[src/rtl/cmp_arbiter.sv]
// cmp_arbiter: round-robin owner of the shared magnitude comparator.
// Grants one requester and registers its operands onto the comparator
// inputs. After CMP_LAT settle cycles it captures the three flags and
// returns them tagged with the owner's index. It also flags a result
// whose e/g/l set is not exactly one-hot.
//
// Handshake: req[i] is a level request. gnt[i] is a one-cycle acknowledge.
// Operands of requester i are taken at the edge that raises gnt[i], so the
// requester may drop req and change its operands from the gnt cycle on.
// done is a one-cycle valid with no backpressure. res_* hold until the
// next capture. req is ignored while busy.
module cmp_arbiter #(
  parameter int N_REQ   = 4,
  parameter int WIDTH   = 16,
  parameter int CMP_LAT = 1,
  localparam int ID_W   = $clog2(N_REQ)
) (
  input  logic                   clk,
  input  logic                   rst_n,
  input  logic [N_REQ-1:0]       req,
  input  logic [N_REQ*WIDTH-1:0] a_in,
  input  logic [N_REQ*WIDTH-1:0] b_in,
  output logic [N_REQ-1:0]       gnt,
  output logic                   busy,
  output logic [WIDTH-1:0]       cmp_a,
  output logic [WIDTH-1:0]       cmp_b,
  input  logic                   cmp_e,
  input  logic                   cmp_g,
  input  logic                   cmp_l,
  output logic                   done,
  output logic [ID_W-1:0]        done_id,
  output logic                   res_e,
  output logic                   res_g,
  output logic                   res_l,
  output logic                   err
);

  typedef enum logic {IDLE, WAIT} state_t;

  state_t          state, state_nxt;
  logic [ID_W-1:0] ptr;      // last granted requester
  logic [ID_W-1:0] win;      // winner of the current search
  logic [ID_W-1:0] idx;
  logic [N_REQ-1:0] win_oh;
  logic            found;
  logic [2:0]      cnt;      // settle cycles remaining
  logic            load;
  logic            capture;
  logic            flags_onehot;

  // Round-robin search upward from ptr+1, wrapping at N_REQ-1.
  always_comb begin
    win   = ptr;
    found = 1'b0;
    idx   = ptr;
    for (int k = 0; k < N_REQ; k++) begin
      idx = (idx == ID_W'(N_REQ - 1)) ? '0 : idx + 1'b1;
      if (!found && req[idx]) begin
        win   = idx;
        found = 1'b1;
      end
    end
  end

  // One-hot form of the winner, driven onto gnt at the grant edge.
  always_comb begin
    win_oh      = '0;
    win_oh[win] = 1'b1;
  end

  // Exactly one of equal/greater/less is expected from a healthy comparator.
  always_comb begin
    case ({cmp_e, cmp_g, cmp_l})
      3'b100, 3'b010, 3'b001: flags_onehot = 1'b1;
      default:                flags_onehot = 1'b0;
    endcase
  end

  // State register.
  always_ff @(posedge clk) begin
    if (!rst_n) state <= IDLE;
    else        state <= state_nxt;
  end

  // Next-state and strobes: grant from IDLE, capture on the last settle cycle.
  always_comb begin
    state_nxt = state;
    load      = 1'b0;
    capture   = 1'b0;
    case (state)
      IDLE: begin
        if (found) begin
          load      = 1'b1;
          state_nxt = WAIT;
        end
      end
      WAIT: begin
        if (cnt == 3'd1) begin
          capture   = 1'b1;
          state_nxt = IDLE;
        end
      end
      default: state_nxt = IDLE;
    endcase
  end

  // Grant/launch, settle counting and result capture.
  always_ff @(posedge clk) begin
    if (!rst_n) begin
      gnt     <= '0;
      busy    <= 1'b0;
      cmp_a   <= '0;
      cmp_b   <= '0;
      ptr     <= ID_W'(N_REQ - 1);
      cnt     <= '0;
      done    <= 1'b0;
      done_id <= '0;
      res_e   <= 1'b0;
      res_g   <= 1'b0;
      res_l   <= 1'b0;
      err     <= 1'b0;
    end else begin
      gnt  <= '0;
      done <= 1'b0;
      err  <= 1'b0;
      if (load) begin
        gnt   <= win_oh;
        busy  <= 1'b1;
        cmp_a <= a_in[int'(win)*WIDTH +: WIDTH];
        cmp_b <= b_in[int'(win)*WIDTH +: WIDTH];
        ptr   <= win;
        cnt   <= 3'(CMP_LAT);
      end
      if (state == WAIT) cnt <= cnt - 1'b1;
      if (capture) begin
        res_e   <= cmp_e;
        res_g   <= cmp_g;
        res_l   <= cmp_l;
        done    <= 1'b1;
        done_id <= ptr;
        err     <= !flags_onehot;
        busy    <= 1'b0;
      end
    end
  end

endmodule

[config.mk]
export PLATFORM = sky130hd
export DESIGN_NAME = cmp_arbiter
export DESIGN_NICKNAME = d
export VERILOG_FILES = /design/src/rtl/cmp_arbiter.sv
export SDC_FILE = /design/constraint.sdc
export NUM_CORES = 1
export LEC_CHECK = 0
export BUFFER_PORTS_ARGS = -buffer_cell sky130_fd_sc_hd__buf_2
export CORE_MARGIN = 5
export CORE_UTILIZATION = 40
export DETAILED_ROUTE_END_ITERATION = 6
export GPL_TIMING_DRIVEN = 0
export PLACE_DENSITY_LB_ADDON = 0.15
export SYNTH_ARGS = -nofsm -noshare
export SYNTH_HDL_FRONTEND = slang
export SYNTH_SLANG_ARGS = --single-unit
[constraint.sdc]
create_clock -name clk -period 2.15 [get_ports clk]
set_input_delay 0.43 -clock clk [delete_from_list [all_inputs] [get_ports clk]]
set_output_delay 0.43 -clock clk [all_outputs]
set_load 0.02 [all_outputs]
==> run_results.csv, run 1 <==
group,metric,value,unit
clocking,clk_transition_reported_paths,90,ps
synth,yosys_warnings,0,
critical_path,path_max_fanout,5,
sta,skew,3.45,ps
drt,postRouteAntennaNets,0,
min_path,hold_class,"in2reg",
global_route,grt-busiest-layer,"met2",
drt,drt_iter0_drc,100,
critical_path,rr_worst_depth,9,
synth,synthTopCellsByArea,"dfxtp_1 32%, mux2i_1 21%, a221oi_2 13%",
clocking,cts.sinks,50,
die,die_h,98.0,um
layout,ff_latch_area,1010,um^2
global_route,gr-total-overflow,0,
layout,finalNetCount,649,
sta,period_minus_slack,2370,ps
critical_path,cp-end-kind,"register",
sta,worst_pin_slew,591,ps
placement,hpwl,7930,um
synth,synth_top_area_frac,0.323,
critical_path,critical_path_buf_inv_count,2,
critical_path,crit_path_start,"ptr[1]",
critical_path,critical_path_class,"reg2reg",
critical_path,crit_path_start_kind,"register",
placement,gp_congestion,0.801,
power_and_ir_drop,p_per_area,832,nW/um^2
global_route,grt_start_max_net_pins,16,
placement,place_area,4200,um^2
die,core-area,7650,um^2
synth,syn_avg_cell_area,9.99,um^2
synth,synth_area_leader_cell,"dfxtp_1",
drt,vias_per_cell,5.32,
synth,syn_nets,450,
power_and_ir_drop,leakagePower,2.18,nW
power_and_ir_drop,vdd_ir_drop_max,0.376,mV
critical_path,worst_path_largest_cell_delay,520,ps
clocking,h-tree-depth,2,
synth,synth_seq_area_share,0.323,
die,pin_count,181,
clocking,cts_buffers,5,
drt,dr.pass1.iters,4,
critical_path,cp_top_family,"simple AND/OR/NAND/NOR gates",
clocking,clkLatencyLatePin,300,ps
critical_path,r2r-start,"ptr[1]",
placement,port_buffers,178,
die,die_x,98.0,um
clocking,clock_path_buffers,2,
drt,drc_errors,0,
synth,synth_edf_count,0,
layout,design_area,4630,um^2
run_status,violations,"negative setup slack",
min_path,min-delay-start,"cmp_l",
sta,fin_crit_sh,1.10,
synth,synth_cell_types,47,
sta,rsz0062_at_grt,"yes",
critical_path,cp_cell_sequence,"ha_4, or4_4, nor3b_2, a311oi_2, o211ai_2, buf_6, buf_12, mux2i_4, o2111ai_2",
sta,max_freq,422,MHz
global_route,grtUsageTotal,0.210,
layout,final_common_cell,"buf_2",
die,die-area,9600,um^2
run_status,status,"finished, violations left",
sta,hold_violations,0,
drt,vias,3254,
layout,antenna_cells,0,
clocking,cts-root-buf,"clkbuf_8",
global_route,antenna_found_initial,0,
critical_path,worst-path-stages,9,
critical_path,cp.required,2320,ps
drt,drt_wl_total,10300,um
drt,drt-wirelength-per-cell,16.9,um
sta,finalSetupViolCount,37,
synth,synth-async-reset-ratio,0,
die,initial_core_util,0.405,
flow_run,cap_violations,0,
global_route,grt_pass1_vias,3419,
global_route,grtUsageMet2,0.373,
sta,worst_slack,-221,ps
global_route,met3_usage,0.0557,
global_route,grt_pass1_wl,16600,um
layout,drive_above_1_share,0.563,
layout,area_growth,49.6,%
clocking,cts_tree,"built",
sta,slew-limit-headroom,0.605,
synth,syn_inst,310,
power_and_ir_drop,power,3.85,mW
critical_path,cp_slowest_cell,"or4_4",
clocking,cts_hold_buf,0,
layout,multi_input_area,2090,um^2
min_path,hold_depth,3,
die,rows,32,
critical_path,arrival,2550,ps
synth,synth_ff_type,"dfxtp_1",
layout,nFillCells,709,
global_route,use_met1,0.251,
sta,slew_violations,0,
synth,synth_area,3100,um^2
synth,ys_ff_latch,50,
layout,layout.cells.most_common_list,"179 x buf_2, 48 x dfxtp_1, 42 x mux2i_1, 33 x o21ai_0, 27 x a221oi_2",
[where the power goes]
group          switching [mW]  internal (mW)
clock                   0.316          0.260
sequential             0.0729           1.07
combinational            1.10           1.03
total                    1.49           2.37
[layer usage]
layer / vias to the layer above / wire length (um)
li1: 1594 / -
met1: 1532 / 4200
met2: 113 / 5250
met3: 15 / 713
met4: 0 / 165
met5: - / 0
[flip-flops by register name (all words and copies together), names as in the netlist, 2 cells and up]
name,cells
gnt,4
cmp_b,16
ptr,2
cmp_a,16
cnt,3
done_id,2
[synthesized netlist by cell type (3+ instances only)]
master    number
clkbuf_1      11
ha_1           3
buf_2          6
inv_1          4
and3_1         3
nor2_1        19
o211ai_1       4
o21ai_0       33
o31a_1         4
nand4_1        5
buf_6          6
a221oi_2      27
nand2_1        9
nand3b_1       3
a21oi_1        6
dfxtp_1       50
nand3_1       11
mux2i_1       66
[worst reg2reg max path, cell delays in order (launching register included)]
cell       delay [ps]
dfxtp_4           360
ha_4              170
or4_4             520
nor3b_2           200
a311oi_2           70
o211ai_2          250
buf_6             200
buf_12            140
mux2i_4           230
o2111ai_2         120
[cell type report]
class | count | area share
Sequential cell | 50 | 0.217
Inverter | 5 | 0.00405
Timing Repair Buffer | 192 | 0.224
Clock inverter | 2 | 0.00243
Clock buffer | 6 | 0.0178
Tap cell | 102 | 0.0276
Buffer | 27 | 0.0554
Multi-Input combinational cell | 228 | 0.451
[through the flow]
step | std cells | setup slack (ps) | hold slack (ps) | util | TNS, ps
after floorplan | 310 | -19.0 | 452 | - | -313
after global placement | 590 | -326 | 459 | 0.549 | -10040
after detailed placement | 590 | -360 | 470 | 0.549 | -11260
after CTS | 610 | -261 | 383 | 0.589 | -8050
after global routing | 612 | -325 | 405 | 0.605 | -10760
final | 612 | -221 | 391 | 0.605 | -6660
[kinds of logic (layout without fill, tap and decap cells)]
family	after synthesis	in the layout	synth area share
and+or+nand+nor	68	68	0.121
DFF	50	50	0.323
AOI/OAI and AO/OA	90	90	0.263
adders and majority gates	3	3	0.0121
xor gates and xnor gates	1	1	0.00283
buffers and inverters	32	232	0.0647
muxes	66	66	0.213
[final timing paths]
check | endpoint | slack, ps
max reg2reg | cmp_a[0] | -220
min reg2reg | cnt[1] | 500
max | cmp_a[0] | -220
min | res_l | 390
[repair_timing]
action                                  4_1_cts  5_1_grt
resized for setup                            24       20
hold endpoints to repair                      0        0
cloned                                        1        2
pin swaps                                     7        4
endpoints found under the setup margin       38       38
buffers inserted                             11        0
(Power assumes the default switching activity.)
==> inputs of run 2 (changes only) <==
--- a/config.mk
+++ b/config.mk
@@ -11,6 +11,7 @@
 export DETAILED_ROUTE_END_ITERATION = 6
 export GPL_TIMING_DRIVEN = 0
 export PLACE_DENSITY_LB_ADDON = 0.15
+export RECOVER_POWER = 100
 export SYNTH_ARGS = -nofsm -noshare
 export SYNTH_HDL_FRONTEND = slang
 export SYNTH_SLANG_ARGS = --single-unit
==> run 2 against run 1 <==
The flow still finishes with violations (negative setup slack); combinational power hardly changed; clock power is 0.7% higher; via count rose by 0.37%.
==> run_results.csv, run 2 (synthesis results as in run 1) <==
group,metric,value,unit
drt,postRouteAntennaNets,0,
critical_path,crit_path_start_kind,"register",
sta,slew-limit-headroom,0.613,
die,die_x,98.0,um
power_and_ir_drop,power,3.82,mW
die,pin_count,181,
sta,skew,5.81,ps
placement,hpwl,7930,um
layout,nFillCells,736,
clocking,cts-root-buf,"clkbuf_8",
sta,slew_violations,0,
die,die_h,98.0,um
clocking,cts_buffers,5,
clocking,clock_path_buffers,2,
critical_path,cp.required,2350,ps
sta,max_freq,422,MHz
layout,multi_input_area,2090,um^2
critical_path,reg2reg_to,"cmp_b[9]",
layout,design_area,4570,um^2
clocking,clk_transition_reported_paths,100,ps
global_route,gr-total-overflow,0,
global_route,grt_pass1_vias,3419,
layout,area_growth,47.8,%
layout,antenna_cells,0,
flow_run,cap_violations,0,
sta,fin_crit_sh,1.10,
drt,drt_wl_total,10300,um
sta,worst_slack,-220,ps
layout,drive_above_1_share,0.476,
clocking,cts_tree,"built",
drt,drc_errors,0,
drt,drt-wirelength-per-cell,16.8,um
placement,port_buffers,178,
critical_path,critical_path_buf_inv_count,2,
critical_path,critical_path_class,"reg2reg",
drt,vias,3266,
layout,layout.cells.most_common_list,"135 x buf_2, 54 x clkbuf_1, 48 x dfxtp_1, 42 x mux2i_1, 33 x o21ai_0",
drt,dr.pass1.iters,4,
power_and_ir_drop,vdd_ir_drop_max,0.371,mV
min_path,hold_end,"res_l",
min_path,hold_class,"in2reg",
critical_path,cp-end-kind,"register",
min_path,hold_depth,3,
sta,hold_violations,0,
global_route,grtUsageTotal,0.210,
die,core-area,7650,um^2
layout,final_common_cell,"buf_2",
power_and_ir_drop,p_per_area,836,nW/um^2
critical_path,rrSetupSlack,-220,ps
critical_path,cp_cell_sequence,"ha_4, or4_4, nor3b_2, a311oi_2, o211ai_2, buf_4, clkbuf_16, mux2i_2, a221oi_2",
clocking,cts.sinks,50,
layout,ff_latch_area,1010,um^2
die,rows,32,
sta,period_minus_slack,2370,ps
drt,drt_iter0_drc,84,
critical_path,cp_slowest_cell,"or4_4",
sta,worst_pin_slew,579,ps
clocking,clkLatencyLatePin,300,ps
global_route,antenna_found_initial,0,
placement,gp_congestion,0.801,
run_status,status,"finished, violations left",
placement,place_area,4200,um^2
sta,rsz0062_at_grt,"yes",
clocking,cts_hold_buf,0,
clocking,h-tree-depth,2,
run_status,violations,"negative setup slack",
sta,hold_slack,390,ps
critical_path,worst_path_largest_cell_delay,520,ps
layout,finalNetCount,649,
global_route,grt_pass1_wl,16600,um
critical_path,cp_top_family,"simple AND/OR/NAND/NOR gates",
drt,vias_per_cell,5.34,
power_and_ir_drop,leakagePower,2.02,nW
die,initial_core_util,0.405,
die,die-area,9600,um^2
min_path,min-delay-start,"cmp_l",
layout,largestRegisters,"cmp_a x16, cmp_b x16, gnt x4",
critical_path,r2r-start,"ptr[1]",
sta,finalSetupViolCount,37,
global_route,grt_start_max_net_pins,16,
critical_path,arrival,2570,ps
critical_path,path_max_fanout,5,
critical_path,rr_worst_depth,9,
==> run 2: where the power goes <==
group	switching, mW	internal [mW]	leakage (nW)
clock network	0.320	0.260	0.0515
registers	0.0756	1.07	0.414
logic	1.10	0.999	1.55
==> run 2: final cells by class <==
type                       instances  share of cell area
multi-input combinational        228               0.457
clock buffer                       6              0.0181
sequential                        50               0.220
inverter                           5             0.00410
clock inverter                     2             0.00246
buffer                            27              0.0561
timing repair buffer             192               0.215
tap                              102              0.0279
==> run 2: metrics by stage <==
stage	setup WS, ps	cells	setup TNS, ps	utilization
after floorplan	-19.0	310	-313	-
after global placement	-326	590	-10040	0.549
after detailed placement	-360	590	-11260	0.549
after CTS	-261	610	-8050	0.589
after global routing	-325	612	-10760	0.598
final	-220	612	-6640	0.598
==> run 2: worst max-delay path by stage <==
| stage | endpoint | slack (ps) | cells after the start | from |
|---|---|---|---|---|
| 6_report | cmp_b[9] | -220 | 9 | ptr[1] |
| 5_1_grt | cmp_b[10] | -320 | 9 | ptr[1] |
| 4_1_cts | cmp_a[0] | -260 | 9 | ptr[1] |
| 3_5_place_dp | cmp_a[15] | -360 | 9 | req[1] |
| 3_3_place_gp | cmp_a[15] | -330 | 9 | req[3] |
| 2_1_floorplan | cmp_a[0] | -20 | 9 | ptr[1] |
==> run 2: repair_timing <==
action / in CTS / in global routing
buffers inserted: 11 / 0
gates cloned: 1 / 2
endpoints found under the setup margin: 38 / 38
gates resized for setup: 24 / 20
pin swaps: 7 / 4
==> run 2: per-layer routing <==
| layer | global-route usage | vias up | share of wire |
|---|---|---|---|
| met5 | 0 | - | 0 |
| met4 | 0.0543 | 0 | 0.016 |
| met3 | 0.0557 | 15 | 0.061 |
| met2 | 0.373 | 115 | 0.51 |
| met1 | 0.251 | 1542 | 0.41 |
| li1 | - | 1594 | - |
==> run 2: tightest hold or removal path, stage by stage <==
cell	delay, ps
buf_2	100
mux2i_1	60
nor2_1	70
